--- src/rtl/uart_bit_sequencer.sv ---
// UART frame bit sequencer.
// Walks one frame through START, DATA, optional PARITY and one or two STOP bits. It is paced
// by an oversample enable, and OVERSAMPLE ticks make one bit.
// Ports:
//   clk, rst          single clock, synchronous active-high reset
//   tick              oversample enable; all counters advance only when high
//   start             frame request, honoured in IDLE only
//   abort             cancel the current frame, return to IDLE
//   cfg_data_bits     data bits per frame (5..MAX_DATA_BITS), latched at start
//   cfg_parity_en     one parity bit after the data, latched at start
//   cfg_stop2         two stop bits instead of one, latched at start
//   busy              high whenever the sequencer is not IDLE
//   state             IDLE=0 START=1 DATA=2 PARITY=3 STOP=4 DONE=5
//   bit_index         current data bit (0-based); 0 outside DATA
//   sample_strobe     one-cycle pulse at mid-bit
//   bit_strobe        one-cycle pulse at end of each bit
//   frame_done        one-cycle pulse when a frame completes
//   cfg_err           one-cycle pulse when a start is rejected for bad cfg_data_bits
module uart_bit_sequencer #(
  parameter int unsigned OVERSAMPLE    = 16,
  parameter int unsigned MAX_DATA_BITS = 9
) (
  input  logic       clk,
  input  logic       rst,
  input  logic       tick,
  input  logic       start,
  input  logic       abort,
  input  logic [3:0] cfg_data_bits,
  input  logic       cfg_parity_en,
  input  logic       cfg_stop2,
  output logic       busy,
  output logic [2:0] state,
  output logic [3:0] bit_index,
  output logic       sample_strobe,
  output logic       bit_strobe,
  output logic       frame_done,
  output logic       cfg_err
);

  localparam int unsigned     CntW    = $clog2(OVERSAMPLE);
  localparam logic [CntW-1:0] CntLast = CntW'(OVERSAMPLE - 1);
  localparam logic [CntW-1:0] CntMid  = CntW'(OVERSAMPLE / 2 - 1);
  localparam logic [CntW-1:0] CntOne  = CntW'(1);
  localparam logic [3:0]      MaxBits = 4'(MAX_DATA_BITS);

  typedef enum logic [2:0] {
    StIdle   = 3'd0,
    StStart  = 3'd1,
    StData   = 3'd2,
    StParity = 3'd3,
    StStop   = 3'd4,
    StDone   = 3'd5
  } state_e;

  state_e          state_q, state_d;
  logic [CntW-1:0] cnt_q, cnt_d;
  logic [3:0]      bit_idx_q, bit_idx_d;
  logic            stop_cnt_q, stop_cnt_d;
  logic [3:0]      data_bits_q, data_bits_d;
  logic            parity_q, parity_d;
  logic            stop2_q, stop2_d;
  logic            sample_q, sample_d;
  logic            bit_q, bit_d;
  logic            cfg_err_q, cfg_err_d;

  logic cfg_legal;
  logic end_of_bit;

  assign cfg_legal  = (cfg_data_bits >= 4'd5) && (cfg_data_bits <= MaxBits);
  assign end_of_bit = tick && (cnt_q == CntLast);

  always_comb begin
    state_d     = state_q;
    cnt_d       = cnt_q;
    bit_idx_d   = bit_idx_q;
    stop_cnt_d  = stop_cnt_q;
    data_bits_d = data_bits_q;
    parity_d    = parity_q;
    stop2_d     = stop2_q;
    sample_d    = 1'b0;
    bit_d       = 1'b0;
    cfg_err_d   = 1'b0;

    if (abort && (state_q != StIdle)) begin
      // Cancel drops everything in flight; no strobes, no frame_done.
      state_d    = StIdle;
      cnt_d      = '0;
      bit_idx_d  = '0;
      stop_cnt_d = 1'b0;
    end else begin
      unique case (state_q)
        StIdle: begin
          if (start) begin
            if (cfg_legal) begin
              data_bits_d = cfg_data_bits;
              parity_d    = cfg_parity_en;
              stop2_d     = cfg_stop2;
              cnt_d       = '0;
              bit_idx_d   = '0;
              stop_cnt_d  = 1'b0;
              state_d     = StStart;
            end else begin
              cfg_err_d = 1'b1;
            end
          end
        end

        // DONE is the one state that moves without a tick.
        StDone: state_d = StIdle;

        StStart, StData, StParity, StStop: begin
          if (tick) begin
            cnt_d    = end_of_bit ? '0 : cnt_q + CntOne;
            sample_d = (cnt_q == CntMid);
            bit_d    = end_of_bit;
          end
          if (end_of_bit) begin
            case (state_q)
              StStart: begin
                state_d   = StData;
                bit_idx_d = '0;
              end
              StData: begin
                if (bit_idx_q == data_bits_q - 4'd1) begin
                  bit_idx_d = '0;
                  state_d   = parity_q ? StParity : StStop;
                end else begin
                  bit_idx_d = bit_idx_q + 4'd1;
                end
              end
              StParity: state_d = StStop;
              default: begin
                // StStop: stop_cnt marks that the first of two stop bits is done.
                if (stop2_q && !stop_cnt_q) begin
                  stop_cnt_d = 1'b1;
                end else begin
                  stop_cnt_d = 1'b0;
                  state_d    = StDone;
                end
              end
            endcase
          end
        end

        default: state_d = StIdle;
      endcase
    end
  end

  always_ff @(posedge clk) begin
    if (rst) begin
      state_q     <= StIdle;
      cnt_q       <= '0;
      bit_idx_q   <= '0;
      stop_cnt_q  <= 1'b0;
      data_bits_q <= '0;
      parity_q    <= 1'b0;
      stop2_q     <= 1'b0;
      sample_q    <= 1'b0;
      bit_q       <= 1'b0;
      cfg_err_q   <= 1'b0;
    end else begin
      state_q     <= state_d;
      cnt_q       <= cnt_d;
      bit_idx_q   <= bit_idx_d;
      stop_cnt_q  <= stop_cnt_d;
      data_bits_q <= data_bits_d;
      parity_q    <= parity_d;
      stop2_q     <= stop2_d;
      sample_q    <= sample_d;
      bit_q       <= bit_d;
      cfg_err_q   <= cfg_err_d;
    end
  end

  assign busy          = (state_q != StIdle);
  assign state         = state_q;
  assign bit_index     = bit_idx_q;
  assign sample_strobe = sample_q;
  assign bit_strobe    = bit_q;
  assign frame_done    = (state_q == StDone);
  assign cfg_err       = cfg_err_q;

endmodule

--- config.mk ---
export PLATFORM = sky130hd
export DESIGN_NAME = uart_bit_sequencer
export DESIGN_NICKNAME = d
export VERILOG_FILES = /design/src/rtl/uart_bit_sequencer.sv
export SDC_FILE = /design/constraint.sdc
export NUM_CORES = 1
export LEC_CHECK = 0
export ABC_CLOCK_PERIOD_IN_PS = 1600
export BUFFER_PORTS_ARGS = -buffer_cell sky130_fd_sc_hd__buf_2
export CORE_AREA = 2 2 49 60
export DETAILED_ROUTE_END_ITERATION = 10
export DIE_AREA = 0 0 51 62
export MAX_ROUTING_LAYER = met4
export PLACE_DENSITY = 0.72
export SLEW_MARGIN = 10
export SYNTH_ARGS = -nofsm -noshare
export SYNTH_HDL_FRONTEND = slang
export SYNTH_SLANG_ARGS = --single-unit
--- constraint.sdc ---
create_clock -name clk -period 1.6 [get_ports clk]
set_clock_uncertainty 0.2 [all_clocks]
set_input_delay 0.24 -clock clk [delete_from_list [all_inputs] [get_ports clk]]
set_output_delay 0.24 -clock clk [all_outputs]
set_load 0.05 [all_outputs]
==> results.json, run 1 <==
{
  "clkLatencyLatePin_ps": 310,
  "cts_tree": "done",
  "rsz0062_at_grt": "true",
  "status": "complete, but fails checks",
  "worstHoldPathType": "in2reg",
  "fill_cells": 186,
  "r2r_slack_ps": -230,
  "synth-warning-count": 0,
  "fin_util_pct": 76.3,
  "ys_ff_latch": 21,
  "clock_sinks": 21,
  "cp.arrival_ps": 1830,
  "pwr_density_cell_nw_per_um2": 644,
  "clk_pin_slew_ps": 120,
  "worst-path-stages": 7,
  "finalCritPeriodShare_pct": 114,
  "synth_area_sq_um": 1200,
  "fmax_mhz": 546,
  "worstSetupEndpointType": "flip-flop",
  "slew_headroom_pct": 73.9,
  "post-place-ws_ps": -194,
  "async_flop_share_pct": 0,
  "required_ps": 1600,
  "hpwlAfterDp_mm": 2.58,
  "gr-total-overflow": 0,
  "fin_ws_ps": -230,
  "start_util_pct": 45.2,
  "placementRows": 21,
  "ys.flop_type": "dfxtp_1",
  "core_sq_um": 2650,
  "max_stage_delay_ps": 360,
  "synth_edf_count": 0,
  "critPathTopFamily": "simple AND/OR/NAND/NOR gates",
  "die_area_sq_um": 3160,
  "syn2layout_area_growth_pct": 68.8,
  "peakVddDrop_uv": 426,
  "antenna_found_initial": 0,
  "io_buffers": 22,
  "design_area_sq_um": 2030,
  "vias_per_cell": 5.74,
  "cp_slowest_cell": "dfxtp_2",
  "grt_pass1_wl_mm": 5.80,
  "drive_gt1_share_pct": 59.1,
  "min_period_ps": 1830,
  "worst-path-buf-inv": 1,
  "drc": 0,
  "grt_pass1_vias": 1329,
  "finalWirelength_mm": 4.00,
  "holdPathEnd": "data_bits_q[0]",
  "worstSetupPathType": "reg2reg",
  "rr_endpoint": "bit_index[3]",
  "cp_max_fo": 4,
  "max_cap_violations": 0,
  "yosysSeqAreaShare_pct": 35.0,
  "violations": "setup timing",
  "cts-htree-levels": 1,
  "min_path_cells": 2,
  "multiInputGateArea_sq_um": 941,
  "gp_congestion": 0.886,
  "cts_max_path_buffers": 2,
  "ant_nets": 0,
  "hold_violations": 0,
  "first_iter_violations": 45,
  "dieWidth_um": 51,
  "grt_max_degree": 13,
  "p_total_uw": 1300,
  "p_leak_uw": 0.000842,
  "grt_usage_pct": 26.0,
  "r2r_cells": 7,
  "synth_nets": 154,
  "syn-instance-count": 140,
  "vias": 1390,
  "synth.distinct_cells": 46,
  "cp-start-kind": "flip-flop",
  "place_area_sq_um": 1630,
  "root_buffer": "clkbuf_4",
  "antenna_cells": 0,
  "nNetsFinal": 223,
  "drv_slew": 0,
  "tightest_slew_ps": 389,
  "numCtsBuffers": 3,
  "area.sequential_sq_um": 444,
  "synth_area_per_cell_sq_um": 8.57,
  "drt-pass1-iter-count": 4,
  "setup_viol": 20,
  "path_cells": "inv_2 -> ha_4 -> xnor2_4 -> nor3_4 -> nand2_2 -> a31oi_1 -> o31ai_1",
  "avgRoutedWirePerCell_um": 16.5,
  "timing.rr.start": "data_bits_q[1]",
  "die-height_um": 62,
  "ios": 23,
  "worstHoldStart": "rst",
  "fin_tns_setup_ps": -1380
}
-- where the power goes --
part	internal, uW	switching (uW)
Sequential	537	24.5
Clock	93.4	177
Combinational	227	245
-- synthesized netlist by cell type, drive strengths merged (2+ instances only) --
| cell type | instances | area, sq um |
|---|---|---|
| nor2 | 12 | 45.0 |
| o22ai | 2 | 12.5 |
| nand2b | 3 | 18.8 |
| ha | 3 | 37.5 |
| a31oi | 2 | 18.8 |
| o21ai | 4 | 20.0 |
| nor4b | 2 | 17.5 |
| mux2i | 6 | 60.1 |
| or3b | 2 | 20.0 |
| nor4 | 3 | 18.8 |
| nand4 | 3 | 18.8 |
| xnor2 | 3 | 26.3 |
| o31ai | 2 | 15.0 |
| dfxtp | 21 | 420 |
| nor3b | 4 | 30.0 |
| a21oi | 14 | 73.8 |
| nor3 | 6 | 46.3 |
| nand3 | 3 | 15.0 |
| nand2 | 14 | 52.6 |
| buf | 3 | 15.0 |
| o211ai | 3 | 22.5 |
| inv | 7 | 28.8 |
| clkbuf | 2 | 7.51 |
-- metal layers --
metal	wire [um]	up-vias	global-route usage, %
met4	120	0	17.8
met1	1490	673	27.0
met2	2210	51	46.4
met5	0	-	-
li1	-	651	-
met3	179	15	3.35
-- sequential cells by signal (all words and copies together), names as in the netlist --
register       cells
bit_index          4
cnt_q              4
data_bits_q        4
state              3
bit_strobe         1
cfg_err            1
parity_q           1
sample_strobe      1
stop2_q            1
stop_cnt_q         1
-- layout make-up --
cell class / count / area share, %
clock inverter: 1 / 0.247
sequential: 21 / 21.9
multi-input combinational: 107 / 46.4
clock buffer: 3 / 1.11
tap: 34 / 2.10
timing repair buffer: 69 / 26.7
inverter: 7 / 1.42
-- repair_timing --
action | 4_1_cts | 5_1_grt
gates resized for setup | 24 | 36
setup buffers | 8 | 2
hold buffers | 5 | 0
setup endpoints to repair | 20 | 22
pin swaps | 10 | 22
hold endpoints to repair | 5 | 0
-- cell families (layout without fill, tap and decap cells) --
| family | after synthesis | in the layout | synth area share, % |
|---|---|---|---|
| xor+xnor | 5 | 5 | 4.90 |
| buf+inv | 12 | 80 | 4.28 |
| fa+ha+maj | 3 | 3 | 3.13 |
| flops | 21 | 21 | 35.0 |
| compound gates | 33 | 33 | 19.2 |
| simple gates | 60 | 60 | 28.5 |
| mux | 6 | 6 | 5.01 |
-- metrics by stage --
step                std cells  hold slack [ps]
detailed placement        223              285
CTS                       240             3.24
finish                    242             4.06
global placement          223              266
global route              242             15.5
floorplan                 140              159
-- layout by cell type, fill, tap and decap left out, drive strengths merged, types with 3 or more instances in the layout --
master / count
buf: 63
dfxtp: 21
a21oi: 14
nand2: 14
nor2: 12
inv: 7
mux2i: 6
nor3: 6
dlygate4sd3: 5
clkbuf: 4
nor3b: 4
o21ai: 4
nand4: 3
nand2b: 3
o211ai: 3
xnor2: 3
nor4: 3
ha: 3
nand3: 3
-- worst max-delay path by stage --
stage / startpoint / to / slack [ps]
detailed placement: data_bits_q[0] / bit_index[3] / -190
global route: data_bits_q[1] / bit_index[3] / -300
finish: data_bits_q[1] / bit_index[3] / -230
global placement: data_bits_q[0] / bit_index[3] / -120
floorplan: state[0] / bit_index[3] / -170
CTS: state[1] / bit_index[3] / -140
-- worst reg2reg max path: cells and delay by family, from the launching register on --
kind	cells	cell delay (ps)
and+or+nand+nor	2	390
xor gates and xnor gates	1	130
AOI/OAI and AO/OA	2	350
adders and majority gates	1	250
DFF	1	360
buffers and inverters	1	40
Power figures use the tool's default switching activity.
==> inputs of run 2 (changes only) <==
CELL_PAD_IN_SITES_DETAIL_PLACEMENT = 1   (was not set)
CELL_PAD_IN_SITES_GLOBAL_PLACEMENT = 1   (was not set)
CORE_AREA = 2 2 56 69   (was 2 2 49 60)
DIE_AREA = 0 0 58 71   (was 0 0 51 62)
PLACE_DENSITY = 0.73   (was 0.72)
==> run 2 against run 1 <==
  * The flow still finishes with violations (setup timing)
  * Hold slack improved by 11 ps
  * Core utilization is 18 points lower
  * Critical path depth grew 1
  * Global-route usage is 2.7 points lower
  * Sequential power about the same
  * Critical path type unchanged
==> results.json, run 2 (synthesis results as in run 1) <==
{
  "numCtsBuffers": 3,
  "vias": 1390,
  "layout_commonest_cell": "buf_4",
  "status": "complete, but fails checks",
  "grtUsageMet3_pct": 2.74,
  "die-height_um": 71,
  "pwr_density_cell_nw_per_um2": 698,
  "cts_tree": "done",
  "placementRows": 24,
  "gr-total-overflow": 0,
  "root_buffer": "clkbuf_8",
  "worstSetupEndpointType": "flip-flop",
  "syn2layout_area_growth_pct": 68.7,
  "fmax_mhz": 533,
  "tightest_slew_ps": 421,
  "min_period_ps": 1880,
  "grt_max_degree": 12,
  "cts-htree-levels": 1,
  "die_area_sq_um": 4120,
  "drt-pass1-iter-count": 4,
  "avgRoutedWirePerCell_um": 19.3,
  "grt-busiest-layer": "met2",
  "fin_ws_ps": -278,
  "ant_nets": 0,
  "dieWidth_um": 58,
  "critPathLaunch": "data_bits_q[1]",
  "grt_pass1_wl_mm": 7.27,
  "finalWirelength_mm": 4.75,
  "gp_congestion": 0.771,
  "hpwlAfterDp_mm": 2.94,
  "min_path_cells": 3,
  "r2r_cells": 8,
  "p_int_uw": 940,
  "ios": 23,
  "swShare_pct": 33.5,
  "vias_per_cell": 5.65,
  "finalCritPeriodShare_pct": 117,
  "drive_gt1_share_pct": 59.4,
  "clkPwrFrac_pct": 25.9,
  "timing.rr.start": "data_bits_q[1]",
  "worstSetupPathType": "reg2reg",
  "max_cap_violations": 0,
  "drc": 0,
  "final_cell_mix": "buf_4, buf_2, buf_6",
  "start_util_pct": 34.4,
  "seqPwrFrac_pct": 39.6,
  "core_sq_um": 3480,
  "fin_cells": 246,
  "post-place-ws_ps": -264,
  "violations": "setup timing",
  "worstHoldStart": "cfg_stop2",
  "grt_pass1_vias": 1469,
  "grt_use_met1_pct": 26.9,
  "antenna_cells": 0,
  "nNetsFinal": 222,
  "first_iter_violations": 32,
  "dpl.cell_count": 227,
  "cts_max_path_buffers": 2,
  "io_buffers": 22,
  "met2_usage_pct": 41.3,
  "clock_sinks": 21,
  "clkLatencyLatePin_ps": 270,
  "antenna_found_initial": 0,
  "worstHoldPathType": "in2reg",
  "peakVddDrop_uv": 639,
  "cp-start-kind": "flip-flop",
  "fin_tns_setup_ps": -3000,
  "clk_pin_slew_ps": 90,
  "p_leak_uw": 0.000846,
  "grt_usage_pct": 23.4,
  "cp_max_fo": 3,
  "required_ps": 1530,
  "pwr-share-comb_pct": 34.5,
  "setup_viol": 21,
  "slew_headroom_pct": 71.7,
  "rsz0062_at_grt": "true",
  "hold_violations": 0,
  "switchingPower_uw": 473,
  "cp.arrival_ps": 1810,
  "r2r_slack_ps": -280,
  "drv_slew": 0
}
run 2: changes by cell type in the layout (fill, tap and decap cells not counted), moves of 2 or more:
cell           delta
buf_2             +2
buf_6             +2
clkbuf_4          -4
clkbuf_8          +3
dlygate4sd3_1     -5
run 2: power by group through the flow:
stage | Sequential, uW | Clock [uW] | Combinational [uW]
6_report | 559 | 366 | 487
5_1_grt | 560 | 384 | 513
4_1_cts | 556 | 361 | 422
3_5_place_dp | 566 | 0 | 351
3_3_place_gp | 565 | 0 | 335
2_1_floorplan | 588 | 0 | 188
run 2: worst paths after layout:
kind                                     end
worst max-delay path            bit_index[2]
worst min register to register       stop2_q
worst min-delay path                 stop2_q
worst max register to register  bit_index[2]
run 2: final cells by class:
cell class                      instances  area [sq um]
Timing Repair Buffer                   68           524
Fill cell                             395          1460
Clock buffer                            4          45.0
Tap cell                               39          48.8
Multi-Input combinational cell        107           933
Inverter                                7          28.8
Sequential cell                        21           444
run 2: per-stage QoR:
| stage | power, uW | hold WS, ps | utilization (%) | cell area [sq um] |
|---|---|---|---|---|
| floorplan | 776 | 159 | - | 1260 |
| global placement | 901 | 267 | 46.7 | 1630 |
| detailed placement | 917 | 294 | 46.7 | 1630 |
| CTS | 1340 | 24.1 | 54.1 | 1880 |
| global route | 1460 | 31.5 | 58.1 | 2020 |
| finish | 1410 | 14.6 | 58.1 | 2020 |
run 2: worst max-delay path: stages, from the launching register on:
cell and delay (ps):
dfxtp_2 360, inv_2 50, ha_4 250, xnor2_4 130, nor3_4 260, nand2_2 110
buf_6 160, nand4_1 100, o211ai_1 130
run 2: metal layers:
metal | vias to the layer above | part of all wire [%]
li1 | 643 | -
met4 | 0 | 1.9
met2 | 41 | 56
met1 | 695 | 40
met5 | - | 0
met3 | 11 | 2.3
run 2: repair_timing:
action / in CTS / in global routing
hold buffers: 0 / 0
gates resized for setup: 40 / 18
pin swaps: 14 / 18
setup buffers: 7 / 8
setup endpoints to repair: 20 / 21
==> inputs of run 3 (changes only) <==
CORE_AREA = 2 2 55 67   (was 2 2 56 69)
CTS_BUF_LIST = sky130_fd_sc_hd__clkbuf_8   (was not set)
DIE_AREA = 0 0 57 69   (was 0 0 58 71)
PLACE_DENSITY = 0.76   (was 0.73)
==> run 3 against run 2 <==
  * Global-route usage grew 0.35 points
  * Critical path type unchanged
  * The flow still finishes with violations (setup timing)
  * Critical endpoint is now bit_index[3]
  * Sequential cell count is the same
  * Clock-buffer cell count shrank 1
==> results.json, run 3 (synthesis results as in run 1) <==
{
  "status": "complete, but fails checks",
  "violations": "setup timing",
  "min_period_ps": 1840,
  "die_area_sq_um": 3930,
  "required_ps": 1570,
  "root_buffer": "clkbuf_8",
  "placementRows": 23,
  "cts-htree-levels": 1,
  "tightest_slew_ps": 552,
  "cts_max_path_buffers": 2,
  "worstSetupEndpointType": "flip-flop",
  "clkLatencyLatePin_ps": 280,
  "peakVddDrop_uv": 431,
  "setup_viol": 20,
  "gp_congestion": 0.769,
  "grt_usage_pct": 23.7,
  "cp_max_fo": 3,
  "avgRoutedWirePerCell_um": 21.9,
  "cp-start-kind": "flip-flop",
  "vias_per_cell": 5.92,
  "nNetsFinal": 216,
  "clk_pin_slew_ps": 100,
  "clock_sinks": 21,
  "pwr-share-comb_pct": 35.0,
  "final_cell_mix": "buf_4, buf_2, buf_6",
  "ant_nets": 0,
  "core_sq_um": 3280,
  "layout_commonest_cell": "buf_4",
  "ios": 23,
  "antenna_cells": 0,
  "p_total_uw": 1470,
  "finalWirelength_mm": 5.20,
  "io_buffers": 22,
  "max_cap_violations": 0,
  "start_util_pct": 36.6,
  "syn2layout_area_growth_pct": 70.1,
  "fin_ws_ps": -241,
  "first_iter_violations": 41,
  "grt_pass1_wl_mm": 7.06,
  "slew_headroom_pct": 62.9,
  "cp.arrival_ps": 1810,
  "clkPwrFrac_pct": 26.9,
  "finalCritPeriodShare_pct": 115,
  "cts_tree": "done",
  "worstHoldPathType": "in2reg",
  "drc": 0,
  "hold_violations": 0,
  "gr-total-overflow": 0,
  "hpwlAfterDp_mm": 2.88,
  "numCtsBuffers": 3,
  "fin_util_pct": 62.2,
  "pwr_density_cell_nw_per_um2": 720,
  "grt_max_degree": 13,
  "dieWidth_um": 57,
  "switchingPower_uw": 525,
  "p_leak_uw": 0.000832,
  "cts_hold_buffers": 0,
  "p_int_uw": 943,
  "seqPwrFrac_pct": 38.0,
  "fmax_mhz": 543,
  "die-height_um": 69,
  "drive_gt1_share_pct": 60.7,
  "grt_pass1_vias": 1458,
  "drt-pass1-iter-count": 4,
  "fill_cells": 367,
  "swShare_pct": 35.8,
  "rsz0062_at_grt": "true",
  "worstSetupPathType": "reg2reg",
  "antenna_found_initial": 0,
  "vias": 1410,
  "drv_slew": 0
}
run 3: cell count changes in the layout (fill, tap and decap cells not counted), moves of 2 or more:
| cell | change |
|---|---|
| buf_4 | -6 |
| nand2_1 | -2 |
| o21ai_1 | -2 |
| o21ai_0 | +2 |
run 3: final cells by class:
cell class,count,area (sq um),share of cell area (%)
multi-input cells,108,1000,49.0
well taps,37,46.3,2.27
repair buffers,61,474,23.2
flip-flops and latches,21,444,21.8
clock buffers,3,41.3,2.02
inverters,7,28.8,1.41
clock inverters,1,5.00,0.245
run 3: final timing paths:
path / startpoint / end / slack [ps] / depth (start not counted)
setup reg to reg: data_bits_q[0] / bit_index[3] / -240 / 7
setup / recovery: data_bits_q[0] / bit_index[3] / -240 / 7
hold / removal: cfg_parity_en / parity_q / 10 / 3
hold reg to reg: stop_cnt_q / stop_cnt_q / 320 / 2
run 3: through the flow:
step           setup slack [ps]  instances  cell area, sq um  TNS (ps)  hold WS, ps
4_1_cts                    -188        230              1820     -1600         2.26
5_1_grt                    -300        238              2040     -4030         47.4
2_1_floorplan              -168        140              1260     -1450          159
6_report                   -241        238              2040     -2500         12.2
3_5_place_dp               -272        222              1600     -1680          283
3_3_place_gp               -136        222              1600      -729          269
run 3: layer usage:
layer	vias to the layer above	wire [um]	track usage, %
met5	-	0	-
met4	0	314	10.6
met1	696	1920	24.4
met2	49	2790	43.7
met3	28	173	2.81
li1	637	-	-
run 3: worst max-delay path, stage by stage, from the launching register on:
cell,delay [ps]
dfxtp_2,350
inv_2,50
ha_4,240
xnor2_2,150
nor3_4,320
a2111oi_4,130
a31oi_4,180
o31ai_1,110
run 3: repair_timing:
action / in CTS / in global routing
pin swaps: 12 / 14
gates cloned: 0 / 1
buffers inserted: 4 / 7
hold endpoints to repair: 0 / 0
gates resized for setup: 35 / 32
endpoints found under the setup margin: 20 / 21
run 3: power by group through the flow:
stage / Clock (uW) / Sequential, uW / Combinational (uW)
final: 396 / 558 / 515
after global routing: 418 / 560 / 542
after CTS: 380 / 557 / 407
after detailed placement: 0 / 565 / 348
after global placement: 0 / 564 / 333
after floorplan: 0 / 588 / 188
